===== config.mk =====
export PLATFORM = sky130hd
export DESIGN_NAME = ram_clr
export DESIGN_NICKNAME = d
export VERILOG_FILES = /design/src/rtl/ram_pkg.sv /design/src/rtl/ram_bank.sv /design/src/rtl/ram_clr.sv
export SDC_FILE = /design/constraint.sdc
export NUM_CORES = 1
export LEC_CHECK = 0
export ABC_CLOCK_PERIOD_IN_PS = 14000
export CELL_PAD_IN_SITES_DETAIL_PLACEMENT = 2
export CELL_PAD_IN_SITES_GLOBAL_PLACEMENT = 2
export CORE_ASPECT_RATIO = 2
export CORE_UTILIZATION = 51
export DETAILED_ROUTE_END_ITERATION = 16
export GPL_TIMING_DRIVEN = 0
export PLACE_DENSITY = 0.89
export SYNTH_ARGS = -nofsm -noshare
export SYNTH_HDL_FRONTEND = slang
export SYNTH_HIERARCHICAL = 1
export SYNTH_SLANG_ARGS = --single-unit

===== constraint.sdc =====
create_clock -name clk -period 14 [get_ports clk]
set_input_delay 3.5 -clock clk [delete_from_list [all_inputs] [get_ports clk]]
set_output_delay 3.5 -clock clk [all_outputs]
set_load 0.02 [all_outputs]

===== src/rtl/ram_pkg.sv =====
// Shared types and constants for the clearable banked RAM.
// State encoding and depth helper used by ram_clr.
package ram_pkg;

  typedef enum logic {
    ST_IDLE  = 1'b0,
    ST_CLEAR = 1'b1
  } state_e;

  function automatic int depth_of(input int aw);
    return 1 << aw;
  endfunction

endpackage


===== src/rtl/ram_bank.sv =====
// One bank of the banked RAM: synchronous write, combinational read.
// No reset; contents are zeroed by the clear sequencer in the top.
module ram_bank #(
  parameter int WIDTH = 16,
  parameter int AW    = 3
) (
  input  logic             clk,
  input  logic             load,
  input  logic [AW-1:0]    address,
  input  logic [WIDTH-1:0] in,
  output logic [WIDTH-1:0] out
);

  logic [WIDTH-1:0] mem_q [1 << AW];

  // write port: one word per enabled edge
  always_ff @(posedge clk) begin
    if (load) mem_q[address] <= in;
  end

  assign out = mem_q[address];

endmodule


===== src/rtl/ram_clr.sv =====
// Parametrised banked RAM with a clear sequencer that zeroes every
// word after reset or on request, holding busy while it runs.
module ram_clr
  import ram_pkg::*;
#(
  parameter int WIDTH  = 16,
  parameter int ADDR_W = 6,
  parameter int BANK_W = 3
) (
  input  logic              clk,
  input  logic              reset,
  input  logic [WIDTH-1:0]  in,
  input  logic              load,
  input  logic [ADDR_W-1:0] address,
  input  logic              clear,
  output logic [WIDTH-1:0]  out,
  output logic              busy
);

  localparam int DEPTH  = depth_of(ADDR_W);
  localparam int WORD_W = ADDR_W - BANK_W;
  localparam int BA_W   = (WORD_W > 0) ? WORD_W : 1;
  localparam int NB     = 1 << BANK_W;
  localparam logic [ADDR_W-1:0] WMASK =
    ADDR_W'((1 << WORD_W) - 1);
  localparam logic [ADDR_W-1:0] LAST =
    ADDR_W'(DEPTH - 1);

  state_e            state_q;
  logic [ADDR_W-1:0] cnt_q;

  logic              wr_en;
  logic [ADDR_W-1:0] wr_addr;
  logic [WIDTH-1:0]  wr_data;
  logic [ADDR_W-1:0] wr_bank;
  logic [BA_W-1:0]   wr_word;
  logic [ADDR_W-1:0] rd_bank;
  logic [BA_W-1:0]   rd_word;
  logic [WIDTH-1:0]  bank_out [NB];

  assign busy = (state_q == ST_CLEAR);

  // sequencer: reset or clear restarts a sweep from word 0
  always_ff @(posedge clk) begin
    if (reset) begin
      state_q <= ST_CLEAR;
      cnt_q   <= '0;
    end else begin
      case (state_q)
        ST_CLEAR: begin
          if (cnt_q == LAST) state_q <= ST_IDLE;
          else cnt_q <= cnt_q + 1'b1;
        end
        default: begin
          if (clear) begin
            state_q <= ST_CLEAR;
            cnt_q   <= '0;
          end
        end
      endcase
    end
  end

  // sequencer owns the write port while clearing; clear beats load
  always_comb begin
    wr_en   = !reset && (busy || (load && !clear));
    wr_addr = busy ? cnt_q : address;
    wr_data = busy ? '0 : in;
    wr_bank = wr_addr >> WORD_W;
    wr_word = BA_W'(wr_addr & WMASK);
    rd_bank = address >> WORD_W;
    rd_word = BA_W'(address & WMASK);
  end

  for (genvar i = 0; i < NB; i++) begin : g_bank
    logic      [BA_W-1:0] b_addr;
    assign b_addr = busy ? wr_word : rd_word;
    ram_bank #(
      .WIDTH (WIDTH),
      .AW    (BA_W)
    ) u_bank (
      .clk     (clk),
      .load    (wr_en && (wr_bank == ADDR_W'(i))),
      .address (b_addr),
      .in      (wr_data),
      .out     (bank_out[i])
    );
  end

  // output mux: selected bank in idle, zero while clearing
  always_comb begin
    out = '0;
    if (!busy) begin
      for (int i = 0; i < NB; i++) begin
        if (rd_bank == ADDR_W'(i)) out = bank_out[i];
      end
    end
  end

endmodule


==> results.rst <==
.. list-table::
   :header-rows: 1

   * - Metric
     - Value
   * - CP Capture Point
     - out[14]
   * - Die Footprint
     - 83100 sq um
   * - Critical Path End Type
     - primary output
   * - Sink Count
     - 1031
   * - Path category of the worst min-delay check
     - reg2reg
   * - Smallest hold slack
     - 558 ps
   * - Count of final hold-check violations
     - 0
   * - Clock transition at the register clock pins on the worst setup and hold paths after CTS
     - 70 ps
   * - Fraction of synthesis flops using an asynchronous set or reset pin
     - 0
   * - Run status
     - complete, but fails checks
   * - Startpoint Class
     - input port
   * - Worst slew slack as a fraction of its limit
     - 0.147
   * - Worst EP arrival
     - 8550 ps
   * - Effective utilization at floorplan
     - 0.514
   * - Remaining design rule violation count
     - 1
   * - Insertion delay of the later-clocked pin in the worst-skew pair
     - 700 ps
   * - Primary flip-flop cell chosen by synthesis mapping
     - sky130_fd_sc_hd__edfxtp_1
   * - Post-Route WL
     - 145000 microns
   * - Reg-to-reg critical path endpoint
     - g_bank[3].u_bank/mem_q[3][5]$_DFFE_PP_
   * - Synthesized area per cell
     - 20.4 sq um
   * - TritonCTS clock tree
     - built
   * - Number of antenna cells inserted
     - 0
   * - Die span in x
     - 204 microns
   * - Source of the critical timing path
     - address[2]
   * - Worst setup path class
     - in2out
   * - Maximum number of pins on one net before global-route repair
     - 41
   * - Worst Setup Slack, final
     - 1950 ps
   * - Number of antenna violations at the first check in global routing
     - 6
   * - Final global-route overflow total
     - 0
   * - First DRT Iteration DRCs
     - 2763
   * - Max Transition Viols Final
     - 0
   * - Final min period
     - 12050 ps
   * - Number of synthesized flops with an enable pin
     - 1024
   * - RSZ-0062 raised after global routing
     - no
   * - Final weighted congestion in routability-driven placement
     - 0.879
   * - Leakage power of the design
     - 15.3 nW
   * - Number of vias per cell after detailed routing
     - 6.92
   * - Ratio of final minimum period to clock period
     - 0.861
   * - Launch point of the worst reg-to-reg path
     - busy$_SDFF_PP1_
   * - Routed via count
     - 23200
   * - Max Clock Freq
     - 83.0 MHz
   * - Crit Path Max Fanout
     - 32
   * - Placement-stage worst setup slack
     - 2220 ps
   * - Routed Antenna Nets
     - 0
   * - CP cell instances
     - clkdlybuf4s50_1, mux2_2, buf_1, nor2b_1, a221oi_1, o21ai_0, mux2_2, o21ai_1, a221oi_2, clkdlybuf4s50_1
   * - Post-CTS repair timing setup buffer count
     - 0
   * - Total power divided by cell area
     - 134 nW/um^2
   * - Std cell rows
     - 148
   * - Number of cells upsized or downsized after cts
     - 0
   * - Core Area
     - 81300 sq um
   * - Routed wire length per instance
     - 43.2 microns
   * - Number of gates on the worst path with buffers counted
     - 10
   * - Depth of the worst register-to-register path
     - 6
   * - Skew final
     - 19.1 ps
   * - Sequential area share after synthesis
     - 0.739
   * - Number of global-route vias before repair
     - 24500
   * - Sum of net half-perimeters after detailed placement
     - 91000 microns
   * - IO Pins
     - 43
   * - Signed area change from the synthesized netlist to the final layout
     - 14.1%
   * - Clock buffer count from CTS
     - 87
   * - Share of cells above drive strength 1
     - 0.278
   * - Number of setup violations in the final report
     - 0
   * - Tightest Pin Transition
     - 1280 ps
   * - Total of warnings raised by yosys
     - 6
   * - Slowest cell on the critical path
     - sky130_fd_sc_hd__mux2_2
   * - IR Drop Worst-Case VDD
     - 119 uV
   * - Post-synth net total
     - 2074
   * - Post-Route Setup TNS
     - 0 ps
   * - Flop-to-flop setup slack
     - 9410 ps
   * - Failing checks
     - DRC
   * - Total number of nets in the final design
     - 2273
   * - Count of TritonRoute iterations in the first routing pass
     - 12
   * - Synthesized flop and latch total
     - 1031
   * - Root Buffer Master
     - sky130_fd_sc_hd__clkbuf_16
   * - WP data required
     - 10500 ps
   * - Clk buf depth
     - 3
   * - Family with the most delay on the worst path
     - buffers and inverters
   * - Synth Cell Area
     - 41800 sq um
   * - Critical Path Max Stage Delay
     - 960 ps
   * - First-pass GRT wire length
     - 202000 microns
   * - # hold bufs at CTS
     - 0
   * - Worst path bufs/invs
     - 3
   * - Count of max-cap constraint violations
     - 0
   * - Input/output buffers
     - 40
   * - Synth cell types
     - 51
   * - H-tree lvl count
     - 3
   * - Aggregate global-route resource usage
     - 0.359
   * - Cell count after synthesis
     - 2047
   * - Die outline height
     - 407 microns
-- registers in the layout, indices dropped and copies added (netlist names) --
register	flops
busy	1
cnt_q	6
g_bank.u_bank/mem_q	1024
-- cells in the mapped netlist (all sizes together) (2+ instances only) --
cell	instances	area, sq um
edfxtp	1024	30700
mux2	200	2250
mux4	194	4820
buf	94	637
nor2	71	283
nor2b	44	275
nand2	39	146
o21ai	35	175
inv	33	124
a21oi	32	160
a221oi	28	320
nand3	28	140
a22oi	24	180
a32oi	24	210
o211ai	24	180
clkbuf	22	82.6
nor3	19	95.1
o22ai	17	106
a31oi	15	93.8
a21o	13	97.6
a32o	12	120
nand2b	12	77.6
nor4b	9	78.8
dfxtp	7	140
mux2i	7	70.1
nand3b	2	15.0
nor3b	2	15.0
o2111a	2	22.5
o21a	2	15.0
-- kinds of logic (layout without fill, tap and decap cells) --
| family | after synthesis | after routing | share of synthesized area |
|---|---|---|---|
| adder cells (fa/ha/maj) | 1 | 1 | 0.000299 |
| multiplexers | 401 | 401 | 0.171 |
| AO/OA/AOI/OAI | 232 | 232 | 0.0410 |
| AND/OR/NAND/NOR | 233 | 233 | 0.0282 |
| flip-flops | 1031 | 1031 | 0.739 |
| buffers and inverters | 149 | 408 | 0.0202 |
-- cell usage in the layout, fill, tap and decap left out, types with 13 or more instances in the layout --
cell type	synthesis	routed
sky130_fd_sc_hd__a21o_1	13	13
sky130_fd_sc_hd__a21oi_1	32	32
sky130_fd_sc_hd__a221oi_1	16	16
sky130_fd_sc_hd__a22oi_1	24	24
sky130_fd_sc_hd__a31oi_1	15	15
sky130_fd_sc_hd__a32oi_1	24	24
sky130_fd_sc_hd__buf_1	16	16
sky130_fd_sc_hd__buf_12	0	16
sky130_fd_sc_hd__buf_2	41	41
sky130_fd_sc_hd__buf_4	12	13
sky130_fd_sc_hd__buf_6	25	45
sky130_fd_sc_hd__buf_8	0	32
sky130_fd_sc_hd__clkbuf_1	22	29
sky130_fd_sc_hd__clkbuf_16	0	89
sky130_fd_sc_hd__clkdlybuf4s50_1	0	40
sky130_fd_sc_hd__clkinv_1	0	17
sky130_fd_sc_hd__clkinv_2	0	14
sky130_fd_sc_hd__edfxtp_1	1024	1024
sky130_fd_sc_hd__inv_1	32	32
sky130_fd_sc_hd__mux2_2	198	197
sky130_fd_sc_hd__mux4_1	120	120
sky130_fd_sc_hd__mux4_2	74	74
sky130_fd_sc_hd__nand2_1	39	39
sky130_fd_sc_hd__nand3_1	28	28
sky130_fd_sc_hd__nor2_1	70	23
sky130_fd_sc_hd__nor2_2	0	47
sky130_fd_sc_hd__nor2b_1	44	28
sky130_fd_sc_hd__nor2b_4	0	16
sky130_fd_sc_hd__nor3_2	0	16
sky130_fd_sc_hd__o211ai_1	24	24
sky130_fd_sc_hd__o21ai_0	21	21
sky130_fd_sc_hd__o21ai_1	14	14
sky130_fd_sc_hd__o22ai_1	17	17
-- worst register-to-register path, stage by stage, from the launching register on --
cell	delay, ps
sky130_fd_sc_hd__dfxtp_1	640
sky130_fd_sc_hd__buf_2	350
sky130_fd_sc_hd__mux2_2	1030
sky130_fd_sc_hd__buf_2	510
sky130_fd_sc_hd__buf_1	500
sky130_fd_sc_hd__nand2_1	240
sky130_fd_sc_hd__nor2_2	920
-- where the power goes --
group / internal [mW] / total, mW / switching, mW
combinational: 0.184 / 0.490 / 0.306
clock: 1.36 / 2.54 / 1.18
sequential: 3.35 / 3.35 / 0.00558
total: 4.90 / 6.39 / 1.49
-- how the worst min path moves through the flow --
stage,from,to,slack (ps),depth (start not counted)
floorplan,cnt_q[1]$_SDFFE_PP0P_,cnt_q[1]$_SDFFE_PP0P_,460,2
global placement,cnt_q[1]$_SDFFE_PP0P_,cnt_q[1]$_SDFFE_PP0P_,490,2
detailed placement,cnt_q[3]$_SDFFE_PP0P_,cnt_q[3]$_SDFFE_PP0P_,540,1
CTS,cnt_q[0]$_SDFFE_PP0P_,cnt_q[0]$_SDFFE_PP0P_,600,2
global route,cnt_q[3]$_SDFFE_PP0P_,cnt_q[3]$_SDFFE_PP0P_,610,1
finish,cnt_q[0]$_SDFFE_PP0P_,cnt_q[0]$_SDFFE_PP0P_,560,2
-- layout make-up --
cell class | count | area (sq um)
fillers | 6381 | 33600
well taps | 1050 | 1310
inverters | 33 | 124
clock inverters | 53 | 551
repair buffers | 110 | 1460
multi-input cells | 867 | 10400
clock buffers | 96 | 2250
plain buffers | 116 | 719
flip-flops and latches | 1031 | 30900
-- layer usage --
metal,vias to the layer above,GRT usage,share of wire
met2,1367,0.604,0.50
li1,8992,-,-
met5,-,0,0.000069
met3,358,0.0531,0.068
met1,12500,0.444,0.36
met4,2,0.199,0.065
-- metrics by stage --
stage	std cells	total power [mW]	instance area (sq um)	utilization
2_1_floorplan	2047	3.70	41800	-
3_3_place_gp	3137	3.85	43500	0.535
3_5_place_dp	3207	3.89	44900	0.552
4_1_cts	3356	6.40	47700	0.586
5_1_grt	3356	6.49	47700	0.587
6_report	3356	6.39	47700	0.587
Note: power is estimated with default switching activity, not from simulation.
